File: src/rtl/fpga_exit_reporter.sv
// Sends "EXIT=XXXXXXXX\r\n" over an 8N1 UART when the MCU raises its exit flag.
// Optional pass/fail LEDs are built only when FPGA_EXIT_REPORTER_LED_EN is defined.
module fpga_exit_reporter #(
    parameter int CLK_FREQ_HZ = 15000000,
    parameter int BAUD_RATE   = 115200,
    parameter int BLINK_LOG2  = 23
) (
    input  logic        clk_gen,
    input  logic        rst_n,
    input  logic        exit_valid_i,
    input  logic [31:0] exit_value_i,
    output logic        tx_o,
    output logic        busy_o,
    output logic        done_o,
    output logic        pass_led_o,
    output logic        fail_led_o
);

    localparam int DIV   = CLK_FREQ_HZ / BAUD_RATE;
    localparam int CNT_W = (DIV > 2) ? $clog2(DIV) : 1;
    localparam logic [CNT_W-1:0] DIV_M1 = CNT_W'(DIV - 1);

    if (DIV < 2 || BLINK_LOG2 < 1) begin : g_bad_cfg
        $error("fpga_exit_reporter: CLK_FREQ_HZ/BAUD_RATE must be >= 2 and BLINK_LOG2 >= 1");
    end

    typedef enum logic [2:0] {
        S_IDLE  = 3'd0,
        S_START = 3'd1,
        S_DATA  = 3'd2,
        S_STOP  = 3'd3,
        S_DONE  = 3'd4
    } state_t;

    state_t           r_state;
    state_t           w_next_state;
    logic             r_valid_prev;
    logic [31:0]      r_value;
    logic [CNT_W-1:0] r_baud_cnt;
    logic [2:0]       r_bit_idx;
    logic [3:0]       r_byte_idx;

    logic             w_trigger;
    logic             w_start;
    logic             w_baud_tick;
    logic [2:0]       w_nib_sel;
    logic [3:0]       w_nibble;
    logic [7:0]       w_hex;
    logic [7:0]       w_byte;

    // Previous-value register resets high so a flag already set at release is not a trigger.
    assign w_trigger   = exit_valid_i & ~r_valid_prev;
    assign w_start     = (r_state == S_IDLE) && w_trigger;
    assign w_baud_tick = (r_baud_cnt == '0);

    always_ff @(posedge clk_gen or negedge rst_n) begin
        if (!rst_n) begin
            r_state <= S_IDLE;
        end else begin
            r_state <= w_next_state;
        end
    end

    always_comb begin
        w_next_state = r_state;
        case (r_state)
            S_IDLE:  if (w_trigger) w_next_state = S_START;
            S_START: if (w_baud_tick) w_next_state = S_DATA;
            S_DATA:  if (w_baud_tick && r_bit_idx == 3'd7) w_next_state = S_STOP;
            S_STOP:  if (w_baud_tick) w_next_state = (r_byte_idx == 4'd14) ? S_DONE : S_START;
            S_DONE:  w_next_state = S_IDLE;
            default: w_next_state = S_IDLE;
        endcase
    end

    always_comb begin
        tx_o   = 1'b1;
        busy_o = 1'b0;
        done_o = 1'b0;
        case (r_state)
            S_START: begin
                tx_o   = 1'b0;
                busy_o = 1'b1;
            end
            S_DATA: begin
                tx_o   = w_byte[r_bit_idx];
                busy_o = 1'b1;
            end
            S_STOP: busy_o = 1'b1;
            S_DONE: done_o = 1'b1;
            default: ;
        endcase
    end

    always_ff @(posedge clk_gen or negedge rst_n) begin
        if (!rst_n) begin
            r_valid_prev <= 1'b1;
            r_value      <= '0;
            r_baud_cnt   <= '0;
            r_bit_idx    <= '0;
            r_byte_idx   <= '0;
        end else begin
            r_valid_prev <= exit_valid_i;
            if (w_start) begin
                r_value    <= exit_value_i;
                r_baud_cnt <= DIV_M1;
                r_bit_idx  <= '0;
                r_byte_idx <= '0;
            end else if (r_state == S_START || r_state == S_DATA || r_state == S_STOP) begin
                if (w_baud_tick) begin
                    r_baud_cnt <= DIV_M1;
                    if (r_state == S_DATA) r_bit_idx <= r_bit_idx + 3'd1;
                    if (r_state == S_STOP) r_byte_idx <= r_byte_idx + 4'd1;
                end else begin
                    r_baud_cnt <= r_baud_cnt - CNT_W'(1);
                end
            end
        end
    end

    // Bytes 5..12 carry nibbles 7..0 of the captured value.
    assign w_nib_sel = 3'(4'd12 - r_byte_idx);
    assign w_nibble  = r_value[{w_nib_sel, 2'b00} +: 4];
    assign w_hex     = (w_nibble < 4'd10) ? (8'h30 + {4'h0, w_nibble}) : (8'h37 + {4'h0, w_nibble});

    always_comb begin
        w_byte = 8'h0A;
        case (r_byte_idx)
            4'd0:  w_byte = 8'h45;
            4'd1:  w_byte = 8'h58;
            4'd2:  w_byte = 8'h49;
            4'd3:  w_byte = 8'h54;
            4'd4:  w_byte = 8'h3D;
            4'd13: w_byte = 8'h0D;
            4'd14: w_byte = 8'h0A;
            default: w_byte = w_hex;
        endcase
    end

`ifdef FPGA_EXIT_REPORTER_LED_EN
    logic                  r_pass_led;
    logic                  r_fail_led;
    logic                  r_blink_en;
    logic [BLINK_LOG2-1:0] r_blink_cnt;

    // Fail LED lights on the trigger edge, then flips each time the blink counter wraps.
    always_ff @(posedge clk_gen or negedge rst_n) begin
        if (!rst_n) begin
            r_pass_led  <= 1'b0;
            r_fail_led  <= 1'b0;
            r_blink_en  <= 1'b0;
            r_blink_cnt <= '0;
        end else if (w_start) begin
            r_pass_led  <= (exit_value_i == 32'd0);
            r_fail_led  <= (exit_value_i != 32'd0);
            r_blink_en  <= (exit_value_i != 32'd0);
            r_blink_cnt <= '0;
        end else if (r_blink_en) begin
            r_blink_cnt <= r_blink_cnt + BLINK_LOG2'(1);
            if (&r_blink_cnt) r_fail_led <= ~r_fail_led;
        end
    end

    assign pass_led_o = r_pass_led;
    assign fail_led_o = r_fail_led;
`else
    assign pass_led_o = 1'b0;
    assign fail_led_o = 1'b0;
`endif

endmodule

File: config.mk
export PLATFORM = sky130hd
export DESIGN_NAME = fpga_exit_reporter
export DESIGN_NICKNAME = d
export VERILOG_FILES = /design/src/rtl/fpga_exit_reporter.sv
export SDC_FILE = /design/constraint.sdc
export NUM_CORES = 1
export LEC_CHECK = 0
export BUFFER_PORTS_ARGS = -buffer_cell sky130_fd_sc_hd__buf_4
export CAP_MARGIN = 20
export CORE_MARGIN = 2
export CORE_UTILIZATION = 45
export DETAILED_ROUTE_END_ITERATION = 6
export HOLD_SLACK_MARGIN = 0.08
export PLACE_DENSITY = 0.65
export SYNTH_ARGS = -nofsm -noshare
export SYNTH_HDL_FRONTEND = slang
export SYNTH_SLANG_ARGS = --single-unit
File: constraint.sdc
create_clock -name clk_gen -period 7.63 [get_ports clk_gen]
set_input_delay 0.3815 -clock clk_gen [delete_from_list [all_inputs] [get_ports clk_gen]]
set_output_delay 0.3815 -clock clk_gen [all_outputs]
set_load 0.01 [all_outputs]
---- After elaboration in Yosys (flattened, before gate mapping) ----
Cells that the tools add are included.
cells by class
  bitwise gates (word level) .............. 2
  reduce and logical (&&, ||, !) cells .... 15
  $lt $le $gt $ge ......................... 2
  shift operators ......................... 1
  muxes and demuxes ....................... 24
  equality and inequality tests ........... 15
  add/subtract/negate cells ............... 6
operator list
  kind                                                                           number
  7-bit one-hot mux with 7 select lines                                          1
  32-bit by 6-bit indexed part select with 4-bit output                          1
  3-bit 2-to-1 mux                                                               9
  8-bit 2-to-1 mux                                                               3
  4-bit 2-to-1 mux                                                               4
  6-bit by 4-bit adder with 7-bit output (first input constant)                  2
  3-bit one-hot mux with 4 select lines                                          1
  4-bit by 2-bit == test with 1-bit output (second input constant)               2
  4-bit == test (second input constant)                                          2
  8-bit zero test                                                                1
  2-bit inequality test (second input constant)                                  4
  2-bit nonzero test                                                             4
  8-bit by 1-bit subtractor with 8-bit output (second input constant)            1
  7-bit 2-to-1 mux                                                               1
  3-bit by 2-bit == test with 1-bit output (second input constant)               2
  3-bit == test (second input constant)                                          2
  3-bit AND reduction                                                            2
  4-bit by 1-bit adder with 4-bit output (second input constant)                 1
  4-bit by 1-bit == test with 1-bit output (second input constant)               1
  4-bit by 3-bit == test with 1-bit output (second input constant)               1
  4-bit zero test                                                                1
  3-bit by 4-bit less-than comparator with 1-bit output (second input constant)  1
  4-bit less-than comparator (second input constant)                             1
  4-bit AND reduction                                                            1
  other kinds (12)                                                               16
word-level totals
  input port bits ......................... 35
  flip-flop bits (word level) ............. 51
  word-level logic and storage cells ...... 71

---- Longest topological paths before layout ----
  word-level depth ........................ 8
  depth in mapped cells ................... 12

---- Worst setup path after synthesis ----
OpenSTA, ideal clock, no wires.
  kind .................................... reg-to-output
  start ................................... reg r_byte_idx[0]
  end ..................................... out tx_o
  path slack .............................. 4398 ps
  data required time ...................... 7248 ps
  arrival time ............................ 2850 ps
  stages on the path, launching flop included .. 13
  path through ............................ dfrtp_1 > inv_2 > ha_1 > buf_6 > buf_12 > mux2i_1 > mux4_2 > ha_1 > inv_1 > nor2_1 > o311ai_0 > o311ai_1 > a32oi_1
between the ends
  longest elaborated chain between the ends .. 8
ends and longest elaborated chain
  item                                                                                         RTL line  RTL
  from (decl)                                                                                  41        logic [3:0] r_byte_idx;
  from (signal assigned)                                                                       113       if (r_state == S_STOP) r_byte_idx <= r_byte_idx + 4'd1;
  3-bit subtractor                                                                             122       assign w_nib_sel = 3'(4'd12 - r_byte_idx);
  32-bit by 6-bit indexed part select with 4-bit output                                        123       assign w_nibble = r_value[{w_nib_sel, 2'b00} +: 4];
  6-bit by 4-bit adder with 7-bit output / 4-bit less-than comparator (equally long branches)  124       assign w_hex = (w_nibble < 4'd10) ? (8'h30 + {4'h0, w_nibble}) : (8'h37 + {4'h0, w_nibble});
  7-bit 2-to-1 mux                                                                             124
  7-bit one-hot mux with 7 select lines (*)                                                    128       case (r_byte_idx)
  1-bit binary-select mux with 3-bit select (*)                                                86        tx_o = w_byte[r_bit_idx];
  1-bit 2-to-1 mux (not written as such) (*)                                                   86
  1-bit one-hot mux with 2 select lines (*)                                                    80        case (r_state)
  to (decl)                                                                                    12        output logic tx_o,
Mark *: on every way between the ends. The rest lies on a longest branch, timed or not. The select of a mux whose other input is x is not followed.

---- Final worst setup path ----
Same ends and word-level chain as after synthesis.

==> impl_results.md <==
- Status: finished, final reports clean
- Worst hold path type: in2async
- Total power: 0.00134 W
- Seq cells post-synth: 51
- Origin of the worst setup path: r_byte_idx[0]$_DFFE_PN0P_
- CTS-repair resized insts: 0
- Max-cap violation count: 0
- Detailed Route Iter0 Violations: 105
- GP Congestion: around 0.88
- Synth top area share: around 45%
- Crit share post-route: about 56%
- CP max FO: 15
- Starting Density: roughly 47%
- Area grow syn2layout: 15.2%
- PwrDens: between 400 and 500 nW/um2
- R2r setup slk: between 5 and 6 ns
- Layout cells sized above 1: a little under a third
- Synthesized area per cell: ~11 um2
- Post-synth EDFFs: 0
- Initial antenna violation count: 0
- CTS clk-pin slew, worst paths: ~0.10 ns
- Largest net degree at the start of global routing: 52
- Core area: about 6000 um2
- Syn. warnings: 0
- Synth cell types: between 40 and 50
- Avg Vias per Cell: between 5 and 6
- Max_slew headroom: between 50% and 60%
- Later-pin clock latency in the skew report: between 0.3 and 0.4 ns
- Most frequent cells after synthesis: dfrtp_1, mux2_2, nor2_1
- CP Data Required Time: slightly above 7 ns
- Dpl ws: roughly 3.7 ns
- Worst Setup Path Type: reg2out
- Final Hold Viols: 0
- PortBufs: 37
- Setup TNS after final layout: 0 ns
- Ys async rst share: 100%
- Vias: about 2,000
- Fin worst setup slack: between 3 and 4 ns
- Number of iterations in the first detailed-routing pass: 4
- Vias in the first global route: just under 2,000
- Worst R2R End: r_byte_idx[3]$_DFFE_PN0P_
- Global-route usage over all layers: roughly 17%
- CTS tree: built
- Pins Over Slew Limit: 0
- Worst-margin pin slew: 0.734 ns
- Final Setup Violations: 0
- CP Launch Type: register
- Maximum vdd ir drop: approximately 160 uV
- CTS Buf Count: 5
- Residual DRC: 0
- Die width: 83.0 um
- WL/cell: approximately 15 um
- H-tree Lvls: 2
- First-pass GRT wire length: approximately 9500 um
- Num Clock Sinks: 51
- Root Buffer: clkbuf_8
- Fin Clk Skew: ~0.0084 ns
- Seq/Total Area, Yosys: 45.5%
- R2R depth: 6
- Die height: about 83 um
- End of the critical path: tx_o
- Top-count cell post-synth: dfrtp_1
- Std cell rows: 28
- Gr ovfl total: 0
- Antenna viol nets, final: 0
- CTS Hold Bufs: 0
- LEAKAGE: between 1 and 1.5 nW
- Minimum clock period: about 4.3 ns
- Cell count after synthesis: roughly 250
- Cell Area, Synth: 2810 um2
- Post-DP HPWL: around 3800 um
- Die ar.: between 6000 and 7000 um2
- Clock tree buffer depth: 2
- Critical Path Sink Type: output port
- Primary FF master, synth: dfrtp_1
- Post-Route WL: 5310 um
- Layout net count: approximately 330
- Setup repair bufs after CTS: 0
- RSZ-0062 raised after global routing: no
- Diode count: 0
- Main area contributors after synthesis: dfrtp_1, mux2_2, mux2i_1
- Synth area leader: dfrtp_1
- F_max: between 200 and 250 MHz
- I/O Pins: 40
- Critical R2R Launch: r_baud_cnt[4]$_DFFE_PN0P_
- Crit path DAT: slightly below 4 ns
-- state kept, by name, summed over array words and instances (netlist names) --
register and count:
r_value 32, r_state 3, r_bit_idx 3, r_baud_cnt 8, r_byte_idx 4, r_valid_prev 1
-- kinds of logic (layout without fill, tap and decap cells) --
family | after synthesis | count (layout) | share of synthesized area [%]
AOI/OAI and AO/OA | 33 | 33 | 7.81
xor gates and xnor gates | 10 | 10 | 3.12
adders and majority gates | 9 | 9 | 4.01
buffers and inverters | 26 | 57 | 4.59
DFF | 51 | 51 | 45.5
muxes | 53 | 53 | 22.8
other | 1 | 2 | 0.134
and+or+nand+nor | 68 | 68 | 12.0
-- critical path, stage by stage, from the launching register on --
cell	delay, ns
dfrtp_1	0.53
inv_2	0.13
ha_1	0.79
mux4_1	0.41
mux2i_1	0.31
ha_1	0.25
inv_1	0.06
or4b_1	0.52
a21oi_1	0.13
o211ai_1	0.09
a32oi_1	0.21
buf_4	0.15
-- routing by layer --
layer / global-route usage [%] / share of wire [%]
met4: 7.15 / 1.8
met3: 2.39 / 3.3
met2: 24.9 / 45
met1: 24.2 / 50
met5: 0 / 0
-- cell type report --
cell class | instances | area, um2
inverter | 10 | 37.5
clock buffer | 5 | 68.8
fill | 534 | 2720
timing repair buffer | 39 | 297
multi-input combinational | 175 | 1410
clock inverter | 3 | 46.3
tap | 75 | 93.8
sequential | 51 | 1280
-- worst min path at each step --
stage | from | end | cells after the start
after global placement | rst_n | r_baud_cnt[7]$_DFFE_PN0P_ | 1
after global routing | rst_n | r_baud_cnt[7]$_DFFE_PN0P_ | 1
final | rst_n | r_baud_cnt[7]$_DFFE_PN0P_ | 1
after detailed placement | rst_n | r_baud_cnt[3]$_DFFE_PN0P_ | 1
after floorplan | rst_n | r_baud_cnt[0]$_DFFE_PN0P_ | 0
after CTS | rst_n | r_baud_cnt[3]$_DFFE_PN0P_ | 1
-- cells in the final DEF (no fill, tap or decap), types with 2 or more instances in the layout --
cell,instances
clkbuf_8,5
mux4_1,2
nor3_1,11
nor2_1,23
mux2_2,32
nand2b_1,3
mux2i_1,16
dfrtp_1,50
buf_4,38
xnor2_1,7
mux4_2,3
nand2_1,11
nor2b_1,2
o21bai_1,2
nand3_1,4
a21oi_1,9
o311ai_0,3
inv_1,9
a31oi_1,2
o21ai_0,5
nor4_1,3
ha_1,9
a311oi_1,2
xor2_1,3
and3_1,4
conb_1,2
-- where the power goes --
part | leakage [nW] | internal, W | switching, W
sequential | 0.625 | 0.000394 | 0.000111
combinational | 0.756 | 0.000327 | 0.000315
clock | 0.0548 | 0.0000989 | 0.0000943
-- stage by stage --
step | hold slack [ns] | util, % | std cells | area [um2]
floorplan | 0.0859 | - | 252 | 2810
global placement | 0.455 | 52.1 | 349 | 3110
detailed placement | 0.458 | 52.1 | 349 | 3110
CTS | 0.112 | 54.1 | 357 | 3220
global route | 0.143 | 54.3 | 358 | 3230
finish | 0.0824 | 54.3 | 358 | 3230
Power figures use the tool's default switching activity.
